**src/rtl/pipe_ctrl_pkg.sv**
```systemverilog
// Shared definitions for the 16-bit 5-stage pipeline controller:
// opcode map, run/idle encoding, FSM states and instruction-class helpers.
package pipe_ctrl_pkg;

   localparam logic [4:0] OP_NOP   = 5'b00000;
   localparam logic [4:0] OP_HALT  = 5'b00001;
   localparam logic [4:0] OP_LOAD  = 5'b00010;
   localparam logic [4:0] OP_STORE = 5'b00011;
   localparam logic [4:0] OP_SLL   = 5'b00100;
   localparam logic [4:0] OP_SLA   = 5'b00101;
   localparam logic [4:0] OP_SRL   = 5'b00110;
   localparam logic [4:0] OP_SRA   = 5'b00111;
   localparam logic [4:0] OP_ADD   = 5'b01000;
   localparam logic [4:0] OP_ADDI  = 5'b01001;
   localparam logic [4:0] OP_SUB   = 5'b01010;
   localparam logic [4:0] OP_SUBI  = 5'b01011;
   localparam logic [4:0] OP_CMP   = 5'b01100;
   localparam logic [4:0] OP_AND   = 5'b01101;
   localparam logic [4:0] OP_OR    = 5'b01110;
   localparam logic [4:0] OP_XOR   = 5'b01111;
   localparam logic [4:0] OP_LDIH  = 5'b10000;
   localparam logic [4:0] OP_ADDC  = 5'b10001;
   localparam logic [4:0] OP_SUBC  = 5'b10010;
   localparam logic [4:0] OP_JUMP  = 5'b11000;
   localparam logic [4:0] OP_JMPR  = 5'b11001;
   localparam logic [4:0] OP_BZ    = 5'b11010;
   localparam logic [4:0] OP_BNZ   = 5'b11011;
   localparam logic [4:0] OP_BN    = 5'b11100;
   localparam logic [4:0] OP_BNN   = 5'b11101;
   localparam logic [4:0] OP_BC    = 5'b11110;
   localparam logic [4:0] OP_BNC   = 5'b11111;

   localparam logic ST_EXEC = 1'b1;
   localparam logic ST_IDLE = 1'b0;

   typedef enum logic [1:0] {
      FSM_IDLE = 2'd0,
      FSM_RUN  = 2'd1,
      FSM_HALT = 2'd2
   } fsm_e;

   // Instructions that write a register through the [10:8] field.
   function automatic logic is_writer(input logic [4:0] op);
      case (op)
         OP_LOAD, OP_LDIH, OP_ADD, OP_ADDI, OP_ADDC, OP_SUB, OP_SUBI, OP_SUBC,
         OP_AND, OP_OR, OP_XOR, OP_SLL, OP_SRL, OP_SLA, OP_SRA: is_writer = 1'b1;
         default: is_writer = 1'b0;
      endcase
   endfunction

   // Instructions that read a register through [10:8] (branch/jump base,
   // read-modify-write immediates, store data).
   function automatic logic uses_src_hi(input logic [4:0] op);
      case (op)
         OP_BZ, OP_BNZ, OP_BN, OP_BNN, OP_BC, OP_BNC, OP_JMPR,
         OP_ADDI, OP_SUBI, OP_LDIH, OP_STORE: uses_src_hi = 1'b1;
         default: uses_src_hi = 1'b0;
      endcase
   endfunction

   // Instructions that read a register through [6:4]. Immediate forms
   // (ADDI/SUBI/LDIH) carry an 8-bit constant there, so they are excluded.
   function automatic logic uses_src_mid(input logic [4:0] op);
      case (op)
         OP_LOAD, OP_STORE, OP_ADD, OP_ADDC, OP_SUB, OP_SUBC, OP_CMP,
         OP_AND, OP_OR, OP_XOR, OP_SLL, OP_SRL, OP_SLA, OP_SRA: uses_src_mid = 1'b1;
         default: uses_src_mid = 1'b0;
      endcase
   endfunction

   // Three-register ALU forms that read a second source through [2:0].
   function automatic logic uses_src_lo(input logic [4:0] op);
      case (op)
         OP_ADD, OP_ADDC, OP_SUB, OP_SUBC, OP_CMP,
         OP_AND, OP_OR, OP_XOR: uses_src_lo = 1'b1;
         default: uses_src_lo = 1'b0;
      endcase
   endfunction

endpackage

```
**src/rtl/pipe_ctrl_hazard_detect.sv**
```systemverilog
// Load-use hazard detector: flags an ID instruction that reads the register
// a LOAD in EX is about to fetch, which ID forwarding cannot supply in time.
module hazard_detect
   import pipe_ctrl_pkg::*;
(
   input  logic [15:0] id_ir,
   input  logic [15:0] ex_ir,
   output logic        load_use
);

   logic [4:0] id_op;
   logic [4:0] ex_op;
   logic [2:0] ex_rd;

   assign id_op = id_ir[15:11];
   assign ex_op = ex_ir[15:11];
   assign ex_rd = ex_ir[10:8];

   // Match every source field the ID instruction actually reads against the LOAD destination.
   always_comb begin
      load_use = 1'b0;
      if (ex_op == OP_LOAD) begin
         if (uses_src_hi(id_op)  && (id_ir[10:8] == ex_rd)) load_use = 1'b1;
         if (uses_src_mid(id_op) && (id_ir[6:4]  == ex_rd)) load_use = 1'b1;
         if (uses_src_lo(id_op)  && (id_ir[2:0]  == ex_rd)) load_use = 1'b1;
      end
   end

endmodule

```
**src/rtl/pipe_ctrl.sv**
```systemverilog
// Central sequencer for the 5-stage pipeline: run/idle/halt control,
// load-use stall insertion, branch flush and saturating performance counters.
//
//   state    | meaning
//   ---------+-----------------------------------------------------------
//   FSM_IDLE | paused by host or after reset; pipeline frozen, strobes 0
//   FSM_RUN  | executing; stages advance, stalls/flushes generated
//   FSM_HALT | HALT retired in WB; frozen until start (or !enable -> IDLE)
module pipe_ctrl
   import pipe_ctrl_pkg::*;
#(
   parameter int LOAD_STALL = 1,
   parameter int CNT_W      = 16
) (
   input  logic             clock,
   input  logic             reset,
   input  logic             enable,
   input  logic             start,
   input  logic [15:0]      id_ir,
   input  logic [15:0]      ex_ir,
   input  logic [15:0]      wb_ir,
   input  logic             branch_taken,
   output logic             state,
   output logic             stall_if,
   output logic             bubble_ex,
   output logic             flush,
   output logic             halted,
   output logic [CNT_W-1:0] cycle_cnt,
   output logic [CNT_W-1:0] stall_cnt
);

   // The first bubble comes from load_use itself; the counter covers the rest.
   localparam logic [1:0] STALL_RELOAD = 2'(LOAD_STALL - 1);

   fsm_e             fsm_q,       fsm_d;
   logic [1:0]       stall_q,     stall_d;
   logic [CNT_W-1:0] cycle_q,     cycle_d;
   logic [CNT_W-1:0] stall_cnt_q, stall_cnt_d;

   logic load_use_raw;
   logic run;
   logic load_use;
   logic stall_active;

   hazard_detect u_hazard (
      .id_ir    (id_ir),
      .ex_ir    (ex_ir),
      .load_use (load_use_raw)
   );

   assign run          = (fsm_q == FSM_RUN);
   assign load_use     = run && load_use_raw;
   assign stall_active = run && !branch_taken && (load_use || (stall_q != 2'd0));

   // Next-state selection for the run/idle/halt sequencer.
   always_comb begin
      fsm_d = fsm_q;
      case (fsm_q)
         FSM_IDLE: if (start && enable) fsm_d = FSM_RUN;
         FSM_RUN: begin
            if (!enable)                      fsm_d = FSM_IDLE;
            else if (wb_ir[15:11] == OP_HALT) fsm_d = FSM_HALT;
         end
         FSM_HALT: begin
            if (!enable)     fsm_d = FSM_IDLE;
            else if (start)  fsm_d = FSM_RUN;
         end
         default: fsm_d = FSM_IDLE;
      endcase
   end

   // Bubble down-counter: a flush discards any pending bubbles; outside RUN it holds.
   always_comb begin
      stall_d = stall_q;
      if (run) begin
         if (branch_taken)          stall_d = 2'd0;
         else if (stall_q != 2'd0)  stall_d = stall_q - 2'd1;
         else if (load_use)         stall_d = STALL_RELOAD;
      end
   end

   // Saturating performance counters.
   always_comb begin
      cycle_d     = cycle_q;
      stall_cnt_d = stall_cnt_q;
      if (run && (cycle_q != '1))              cycle_d     = cycle_q + CNT_W'(1);
      if (stall_active && (stall_cnt_q != '1)) stall_cnt_d = stall_cnt_q + CNT_W'(1);
   end

   // State registers; reset clears everything immediately.
   always_ff @(posedge clock or posedge reset) begin
      if (reset) begin
         fsm_q       <= FSM_IDLE;
         stall_q     <= 2'd0;
         cycle_q     <= '0;
         stall_cnt_q <= '0;
      end else begin
         fsm_q       <= fsm_d;
         stall_q     <= stall_d;
         cycle_q     <= cycle_d;
         stall_cnt_q <= stall_cnt_d;
      end
   end

   assign state     = run ? ST_EXEC : ST_IDLE;
   assign halted    = (fsm_q == FSM_HALT);
   assign stall_if  = stall_active;
   assign bubble_ex = stall_active;
   assign flush     = run && branch_taken;
   assign cycle_cnt = cycle_q;
   assign stall_cnt = stall_cnt_q;

endmodule

```
**config.mk**
```make
export PLATFORM = sky130hd
export DESIGN_NAME = pipe_ctrl
export DESIGN_NICKNAME = d
export VERILOG_FILES = /design/src/rtl/pipe_ctrl_pkg.sv /design/src/rtl/pipe_ctrl_hazard_detect.sv /design/src/rtl/pipe_ctrl.sv
export SDC_FILE = /design/constraint.sdc
export NUM_CORES = 1
export LEC_CHECK = 0
export BUFFER_PORTS_ARGS = -buffer_cell sky130_fd_sc_hd__buf_4
export CAP_MARGIN = 40
export CORE_MARGIN = 4
export CORE_UTILIZATION = 45
export DETAILED_ROUTE_END_ITERATION = 16
export PLACE_DENSITY = 0.76
export SLEW_MARGIN = 10
export SYNTH_ARGS = -nofsm -noshare
export SYNTH_HDL_FRONTEND = slang
export SYNTH_SLANG_ARGS = --single-unit
```
**constraint.sdc**
```tcl
create_clock -name clock -period 3.5 [get_ports clock]
set_input_delay 0.35 -clock clock [delete_from_list [all_inputs] [get_ports clock]]
set_output_delay 0.35 -clock clock [all_outputs]
set_load 0.01 [all_outputs]
```
==> results_dict.tcl, run 1 <==
set metrics [dict create \
    cp.required_ns 3.15 \
    synth_edf_count 0 \
    grt_pass1_vias 1604 \
    syn_to_final_growth_pct 32.7 \
    whs_ns 0.159 \
    seqCellArea_um2 901 \
    drc 0 \
    fmax_mhz 408 \
    finalCritPeriodShare 0.701 \
    cts_resized 0 \
    hp-class "in2async" \
    r2r_slack_ns 1.24 \
    multi_input_area_mm2 0.00104 \
    r2r_end "stall_cnt[1]$_DFFE_PP0P_" \
    diodes 0 \
    skew_ns 0.00456 \
    criticalPathCategory "in2out" \
    place.gp.congestion 0.772 \
    routed_via_density 5.15 \
    nNetsFinal 321 \
    ys_ff_latch 36 \
    fill_cells 391 \
    die_w_um 75.0 \
    drive_above_1_share 0.340 \
    clk_latency_ns 0.29 \
    cts-hold-fix-buffers 0 \
    worstMarginPinSlew_ns 0.678 \
    initial_core_util 0.463 \
    grt_use_total 0.169 \
    slew_headroom 0.543 \
    setup_tns_ns 0 \
    irDropWorstVdd_mv 0.401 \
    worstPathArrival_ns 2.10 \
    cap_violations 0 \
    endpoint_kind "output pin" \
    final.min_clock_period_ns 2.45 \
    rows 24 \
    drt-pass1-iter-count 4 \
    ys_top_cells_by_count "dfrtp_1, xor2_1, xnor2_1" \
    io_buffer_count 68 \
    rr_worst_depth 6 \
    hold_viol 0 \
    h-tree-depth 2 \
    cellPowerDensity_mw_per_mm2 394 \
    yosysMostFrequentCell "dfrtp_1" \
    async_flop_share 1.00 \
    ios 90 \
    vias 1631 \
    cts_tree "done" \
    post_cts.repair.setup_buffers 0 \
    grt_antenna_before_repair 0 \
    synth_nets 247 \
    wl_per_cell_um 13.7 \
    total_power_mw 1.05 \
    r2r_start "stall_cnt[7]$_DFFE_PP0P_" \
    coreArea_mm2 0.00435 \
    synthTopCellsByArea "dfrtp_1, xor2_1, xnor2_1" \
    syn_avg_cell_area_um2 10.6 \
    yosys_warnings 0 \
    grt_first_pass_wirelength_um 7270 \
    yosysTopAreaCell "dfrtp_1" \
    yosysTopAreaCellShare 0.447 \
    drt_iter0_drc 36 \
    root_buffer "clkbuf_8" \
    drt_wl_total_um 4350 \
    grt_setup_unrepaired "no" \
    ys_seq_area_frac 0.447 \
    final_util 0.615 \
    cts_buffer_depth 2 \
    synth.distinct_cells 38 \
    grt_max_degree 37 \
    status "finished, final reports clean" \
    cts_buffers 5 \
    grt_overflow 0 \
    clkTransAtPathRegs_ns 0.07 \
    postRouteAntennaNets 0 \
    syn_area_mm2 0.00202 \
    die_area_mm2 0.00562 \
    die_y_um 75.0 \
    crit_start "id_ir[11]" \
    timing.final.max_slew_violations 0 \
    cp_max_fo 9 \
    clock-sinks 36 \
    synthFlopType "dfrtp_1" \
    leakagePower_nw 1.34 \
    setup_viol 0 \
    dp_hpwl_um 3360 \
    startpoint_type "input pin" \
    postSynthCellCount 190 \
]
[cell families (layout without fill, tap and decap cells)]
group	Yosys count	after routing	synth area share
AOI/OAI and AO/OA	13	13	0.0409
xor gates and xnor gates	39	39	0.169
adders and majority gates	4	4	0.0248
buffers and inverters	13	88	0.0378
DFF	36	36	0.447
muxes	2	2	0.0105
and+or+nand+nor	83	83	0.270
[worst max-delay path: stages]
cell and delay (ns):
buf_4 0.10, inv_1 0.04, ha_1 0.27, and4bb_2 0.24, o31a_1 0.29, o21ai_1 0.10
and3_1 0.43, inv_1 0.11, buf_4 0.16
[registers in the layout, summed over array words and instances (netlist names)]
register	flops
cycle_cnt	16
stall_q	2
stall_cnt	16
fsm_q	2
[power breakdown]
group          leakage (nW)  internal (mW)  switching (mW)
Sequential            0.481          0.451          0.0510
Combinational         0.808          0.108          0.0855
Clock                0.0552          0.211           0.146
[metrics by stage]
stage / instances / setup slack [ns] / area (um2)
floorplan: 190 / 1.27 / 2020
global placement: 309 / 1.03 / 2570
detailed placement: 309 / 1.00 / 2570
CTS: 317 / 1.02 / 2680
global route: 317 / 0.927 / 2680
finish: 317 / 1.05 / 2680
[worst max-delay path by stage]
stage                                            to  slack (ns)  cells past startpoint
after global routing                      bubble_ex        0.93                      9
after detailed placement  stall_cnt[14]$_DFFE_PP0P_        1.00                     10
after floorplan                            stall_if        1.27                     10
final                                     bubble_ex        1.05                      9
after CTS                                 bubble_ex        1.02                      9
after global placement    stall_cnt[15]$_DFFE_PP0P_        1.03                     11
[layout make-up]
class,instances,share of cell area
tap,52,0.0243
timing repair buffer,70,0.196
sequential,36,0.337
clock buffer,6,0.0271
multi-input combinational,141,0.388
clock inverter,2,0.0131
inverter,10,0.0140
[placed cells by master, fill, tap and decap left out, types with 2 or more instances in the layout]
cell type,instances
nor3_1,7
ha_1,4
o21ai_1,2
dfrtp_1,36
nor2_1,7
buf_4,70
inv_1,10
nand3_1,12
nor4_1,6
a31oi_1,2
and3_1,8
o21ai_0,3
nor4_4,2
nor2b_1,3
xor2_1,24
clkbuf_8,5
nand4_1,5
xnor2_1,15
and2_1,3
nor3b_2,5
nand2_1,13
nor4b_2,2
nand2b_1,4
[per-layer routing]
layer | up-vias | GRT usage | routed length, um
li1 | 805 | - | -
met1 | 787 | 0.195 | 1790
met2 | 33 | 0.306 | 2270
met3 | 6 | 0.0334 | 223
met4 | 0 | 0.0652 | 57
met5 | - | 0 | 0
Note: power is estimated with default switching activity, not from simulation.
==> inputs of run 2 (changes only) <==
--- a/config.mk
+++ b/config.mk
@@ -8,9 +8,9 @@
 export BUFFER_PORTS_ARGS = -buffer_cell sky130_fd_sc_hd__buf_4
 export CAP_MARGIN = 40
 export CORE_MARGIN = 4
-export CORE_UTILIZATION = 45
+export CORE_UTILIZATION = 42
 export DETAILED_ROUTE_END_ITERATION = 16
-export PLACE_DENSITY = 0.76
+export PLACE_DENSITY = 0.74
 export SLEW_MARGIN = 10
 export SYNTH_ARGS = -nofsm -noshare
 export SYNTH_HDL_FRONTEND = slang
==> constraint.sdc (replaced) <==
create_clock -name clock -period 2.19 [get_ports clock]
set_input_delay 0.219 -clock clock [delete_from_list [all_inputs] [get_ports clock]]
set_output_delay 0.219 -clock clock [all_outputs]
set_load 0.01 [all_outputs]
==> results_dict.tcl, run 2 (same netlist as run 1, synthesis figures left out) <==
set metrics [dict create \
    clock-sinks 36 \
    fmax_mhz 494 \
    grt_pass1_vias 1731 \
    postRouteAntennaNets 0 \
    clkPwrFrac 0.299 \
    drive_above_1_share 0.370 \
    nNetsFinal 332 \
    worstPathArrival_ns 1.80 \
    rr_worst_depth 8 \
    clkTransAtPathRegs_ns 0.07 \
    diodes 0 \
    criticalPathCategory "in2out" \
    r2r_end "stall_cnt[15]$_DFFE_PP0P_" \
    root_buffer "clkbuf_8" \
    r2r_slack_ns 0.23 \
    finalWorstSetupSlack_ns 0.166 \
    switchingPower_mw 0.438 \
    drc 0 \
    p_seq_frac 0.502 \
    die_w_um 77.3 \
    wl_per_cell_um 12.9 \
    endpoint_kind "output pin" \
    clk_latency_ns 0.28 \
    cellPowerDensity_mw_per_mm2 576 \
    setup_tns_ns 0 \
    coreArea_mm2 0.00450 \
    cts_tree "done" \
    swShare 0.276 \
    grt_use_total 0.152 \
    initial_core_util 0.448 \
    p_int_mw 1.15 \
    die_y_um 77.3 \
    place_area_mm2 0.00266 \
    vias 1688 \
    skew_ns 0.00502 \
    drt-pass1-iter-count 4 \
    setup_viol 0 \
    io_buffer_count 68 \
    ios 90 \
    die_area_mm2 0.00598 \
    worstMarginPinSlew_ns 0.437 \
    finalCritPeriodShare 0.924 \
    cap_violations 0 \
    design_area_mm2 0.00276 \
    startpoint_type "input pin" \
    cp_max_fo 12 \
    place.gp.congestion 0.814 \
    pre_cts_ws_ns 0.0155 \
    irDropWorstVdd_mv 0.731 \
    r2r_start "stall_cnt[0]$_DFFE_PP0P_" \
    grt_overflow 0 \
    h-tree-depth 2 \
    rows 24 \
    hp-class "in2async" \
    grt_first_pass_wirelength_um 7480 \
    final.min_clock_period_ns 2.02 \
    timing.final.max_slew_violations 0 \
    cp.required_ns 1.97 \
    p_comb_frac 0.200 \
    drt_iter0_drc 37 \
    status "finished, final reports clean" \
    grt_setup_unrepaired "no" \
    mostFrequentLayoutCells "buf_4, dfrtp_1, xor2_1, xnor2_1, nand2_1" \
    slew_headroom 0.709 \
    hold_viol 0 \
    cts_buffers 5 \
    cts_resized 0 \
    cts_buffer_depth 2 \
    syn_to_final_growth_pct 36.7 \
    final_common_cell "buf_4" \
    grt_max_degree 37 \
    drt_wl_total_um 4240 \
    leakagePower_nw 1.40 \
    routed_via_density 5.15 \
    grt_antenna_before_repair 0 \
    dp_hpwl_um 3390 \
    final_util 0.612 \
]
[run 2: worst max path at each step]
stage | start | to | slack (ns) | cells past startpoint
floorplan | stall_cnt[6]$_DFFE_PP0P_ | stall_cnt[1]$_DFFE_PP0P_ | 0.19 | 6
global placement | id_ir[12] | stall_cnt[1]$_DFFE_PP0P_ | 0.02 | 11
detailed placement | id_ir[12] | stall_cnt[1]$_DFFE_PP0P_ | 0.02 | 11
CTS | fsm_q[0]$_DFFE_PP0P_ | stall_if | 0.10 | 7
global route | fsm_q[0]$_DFFE_PP0P_ | stall_if | 0.06 | 7
finish | id_ir[12] | stall_if | 0.17 | 10
[run 2: repair_timing]
action                                  CTS  global route
hold buffers                              0             0
endpoints found under the setup margin    0             2
setup buffers                             0             0
[run 2: area by class of cell]
class                           count  area (um2)
Fill cell                         405        1750
Multi-Input combinational cell    141        1040
Sequential cell                    36         901
Timing Repair Buffer               81         621
Clock buffer                        6        82.6
Tap cell                           52        65.1
Inverter                           10        37.5
Clock inverter                      2        10.0
[run 2: critical path, cell delays in order]
cell      delay, ns
buf_4          0.11
inv_1          0.06
ha_1           0.22
and4bb_2       0.24
o31a_1         0.29
o21ai_1        0.11
and3_1         0.22
buf_12         0.15
inv_1          0.05
buf_4          0.14
[run 2: power by group through the flow]
stage | Clock [mW] | Sequential (mW) | Combinational [mW]
after detailed placement | 0 | 0.809 | 0.322
final | 0.475 | 0.797 | 0.317
after global routing | 0.530 | 0.810 | 0.354
after CTS | 0.498 | 0.798 | 0.323
after global placement | 0 | 0.808 | 0.316
after floorplan | 0 | 0.822 | 0.123
[run 2: through the flow]
step / power [mW] / std cells / hold slack, ns
after floorplan: 0.945 / 190 / 0.348
after global placement: 1.12 / 320 / 0.359
after detailed placement: 1.13 / 320 / 0.361
after CTS: 1.62 / 328 / 0.0510
after global routing: 1.69 / 328 / 0.0785
final: 1.59 / 328 / 0.0390
[run 2: metal layers]
layer	vias up	wire length, um	part of all wire	GRT usage
li1	834	-	-	-
met1	799	1710	0.40	0.165
met4	0	57	0.013	0.0534
met2	46	2240	0.53	0.282
met3	9	236	0.056	0.0422
met5	-	0	0	0
==> inputs of run 3 (changes only) <==
--- a/config.mk
+++ b/config.mk
@@ -5,12 +5,13 @@
 export SDC_FILE = /design/constraint.sdc
 export NUM_CORES = 1
 export LEC_CHECK = 0
+export ABC_AREA = 1
 export BUFFER_PORTS_ARGS = -buffer_cell sky130_fd_sc_hd__buf_4
 export CAP_MARGIN = 40
 export CORE_MARGIN = 4
-export CORE_UTILIZATION = 42
+export CORE_UTILIZATION = 45
 export DETAILED_ROUTE_END_ITERATION = 16
-export PLACE_DENSITY = 0.74
+export PLACE_DENSITY = 0.76
 export SLEW_MARGIN = 10
 export SYNTH_ARGS = -nofsm -noshare
 export SYNTH_HDL_FRONTEND = slang
==> results_dict.tcl, run 3 <==
set metrics [dict create \
    status "finished, final reports clean" \
    cts_tree "done" \
    setup_tns_ns 0 \
    drt_iter0_drc 83 \
    endpoint_kind "output pin" \
    r2r_slack_ns 0.42 \
    ys_ff_latch 36 \
    grt_overflow 0 \
    ys_top_cells_by_count "nand2_1, inv_1, dfrtp_1" \
    finalCritPeriodShare 0.864 \
    syn_area_mm2 0.00236 \
    synth.distinct_cells 32 \
    grt_pass1_vias 2132 \
    drt_wl_total_um 5350 \
    worstPathArrival_ns 1.67 \
    synth_edf_count 0 \
    switchingPower_mw 0.674 \
    synthFlopType "dfrtp_1" \
    rows 26 \
    rr_worst_depth 8 \
    setup_viol 0 \
    cp.required_ns 1.97 \
    cellPowerDensity_mw_per_mm2 633 \
    final_common_cell "nand2_1" \
    cp_slowest_cell "dfrtp_1" \
    cts_resized 0 \
    cp_top_family "simple AND/OR/NAND/NOR gates" \
    ys_seq_area_frac 0.382 \
    die_w_um 80.4 \
    p_comb_frac 0.319 \
    hp-class "in2async" \
    fmax_mhz 528 \
    ios 90 \
    async_flop_share 1.00 \
    cp_max_fo 3 \
    yosysTopAreaCellShare 0.382 \
    skew_ns 0.00220 \
    syn_avg_cell_area_um2 7.45 \
    yosysTopAreaCell "dfrtp_1" \
    cts_buffer_depth 2 \
    grt_setup_unrepaired "no" \
    yosys_warnings 0 \
    clkTransAtPathRegs_ns 0.07 \
    syn_to_final_growth_pct 28.5 \
    grt_antenna_before_repair 0 \
    synthTopCellsByArea "dfrtp_1, nand2_1, inv_1" \
    cap_violations 0 \
    seqCellArea_um2 901 \
    grt_first_pass_wirelength_um 9240 \
    startpoint_type "register" \
    initial_core_util 0.462 \
    grt_max_degree 37 \
    hold_viol 0 \
    clock-sinks 36 \
    diodes 0 \
    mostFrequentLayoutCells "nand2_1, buf_4, inv_1, dfrtp_1, nor2_1" \
    max_stage_delay_ns 0.42 \
    root_buffer "clkbuf_8" \
    die_area_mm2 0.00647 \
    drt-pass1-iter-count 4 \
    postRouteAntennaNets 0 \
    fill_cells 487 \
    vias 2255 \
    criticalPathCategory "reg2out" \
    timing.final.max_slew_violations 0 \
    multi_input_area_mm2 0.00123 \
    clkPwrFrac 0.257 \
    wl_per_cell_um 11.6 \
    p_int_mw 1.24 \
    die_y_um 80.4 \
    r2r_end "stall_cnt[4]$_DFFE_PP0P_" \
    h-tree-depth 2 \
    r2r_start "stall_cnt[0]$_DFFE_PP0P_" \
    coreArea_mm2 0.00511 \
    place.gp.congestion 0.853 \
    cp_num_buf_inv 1 \
    cp_cell_sequence "nor2_4, nand3b_1, nor4_2, nand2_1, a21boi_0, buf_4" \
    routed_via_density 4.89 \
    drc 0 \
    final.min_clock_period_ns 1.89 \
    drive_above_1_share 0.248 \
    grt_use_total 0.179 \
    irDropWorstVdd_mv 0.370 \
    total_power_mw 1.92 \
    synth_nets 374 \
    leakagePower_nw 1.59 \
    postSynthCellCount 317 \
    cts_buffers 5 \
    yosysMostFrequentCell "nand2_1" \
    dp_hpwl_um 4090 \
    post_cts.repair.setup_buffers 0 \
    whs_ns 0.0306 \
    worstMarginPinSlew_ns 0.470 \
    clk_latency_ns 0.29 \
    swShare 0.351 \
    slew_headroom 0.687 \
    nNetsFinal 447 \
    p_seq_frac 0.424 \
    io_buffer_count 68 \
    cts-hold-fix-buffers 0 \
]
## run 3: cell count changes in the layout (fill, tap and decap cells not counted), sizes merged, moves of 5 or more
| cell | delta |
|---|---|
| xnor2 | -5 |
| buf | -9 |
| nand2 | +74 |
| xor2 | -8 |
| inv | +38 |
| nor4 | -6 |
| nand3 | +16 |
| nor3b | -6 |
| and3 | -8 |
| nor2 | +27 |
| nand4 | +18 |
## run 3: kinds of logic (layout without fill, tap and decap cells)
| family | Yosys count | in the layout | synth area share |
|---|---|---|---|
| DFF | 36 | 36 | 0.382 |
| xor gates and xnor gates | 26 | 26 | 0.0964 |
| AOI/OAI and AO/OA | 9 | 9 | 0.0207 |
| adders and majority gates | 4 | 4 | 0.0212 |
| and+or+nand+nor | 187 | 187 | 0.382 |
| buffers and inverters | 55 | 129 | 0.0986 |
## run 3: how the worst max path moves through the flow
stage                               end  depth (start not counted)            startpoint  slack, ns
2_1_floorplan                  stall_if                          6  fsm_q[1]$_DFFE_PP0P_       0.30
3_3_place_gp                   stall_if                         12             id_ir[12]       0.39
3_5_place_dp   stall_cnt[4]$_DFFE_PP0P_                         14             id_ir[11]       0.32
4_1_cts                       bubble_ex                          6  fsm_q[1]$_DFFE_PP0P_       0.24
5_1_grt                       bubble_ex                         12             id_ir[11]       0.11
6_report                      bubble_ex                          6  fsm_q[1]$_DFFE_PP0P_       0.30
## run 3: tightest hold or removal path, cell delays in order
cell and delay, ns:
buf_4 0.10, inv_1 0.04, buf_4 0.39
## run 3: power by group through the flow
stage | clock, mW | combinational [mW] | sequential [mW]
6_report | 0.494 | 0.611 | 0.814
5_1_grt | 0.536 | 0.698 | 0.828
4_1_cts | 0.515 | 0.620 | 0.815
3_5_place_dp | 0 | 0.617 | 0.829
3_3_place_gp | 0 | 0.604 | 0.825
2_1_floorplan | 0 | 0.342 | 0.835
## run 3: cell type report
class	instances	share of cell area
Clock inverter	2	0.00330
Sequential cell	36	0.297
Timing Repair Buffer	72	0.178
Inverter	49	0.0606
Tap cell	70	0.0289
Multi-Input combinational cell	226	0.405
Clock buffer	6	0.0272
## run 3: layer usage
metal  vias up  global-route usage  share of wire
li1       1151                   -              -
met1      1036               0.222           0.44
met2        59               0.307           0.50
met3         9              0.0471          0.051
met4         0              0.0456          0.012
met5         -                   0              0
## run 3: per-stage QoR
stage	util	instances	worst slack (ns)	instance area, um2
finish	0.594	461	0.297	3030
detailed placement	0.576	453	0.320	2940
global route	0.594	461	0.114	3030
floorplan	-	317	0.304	2360
CTS	0.594	461	0.240	3030
global placement	0.576	453	0.389	2940
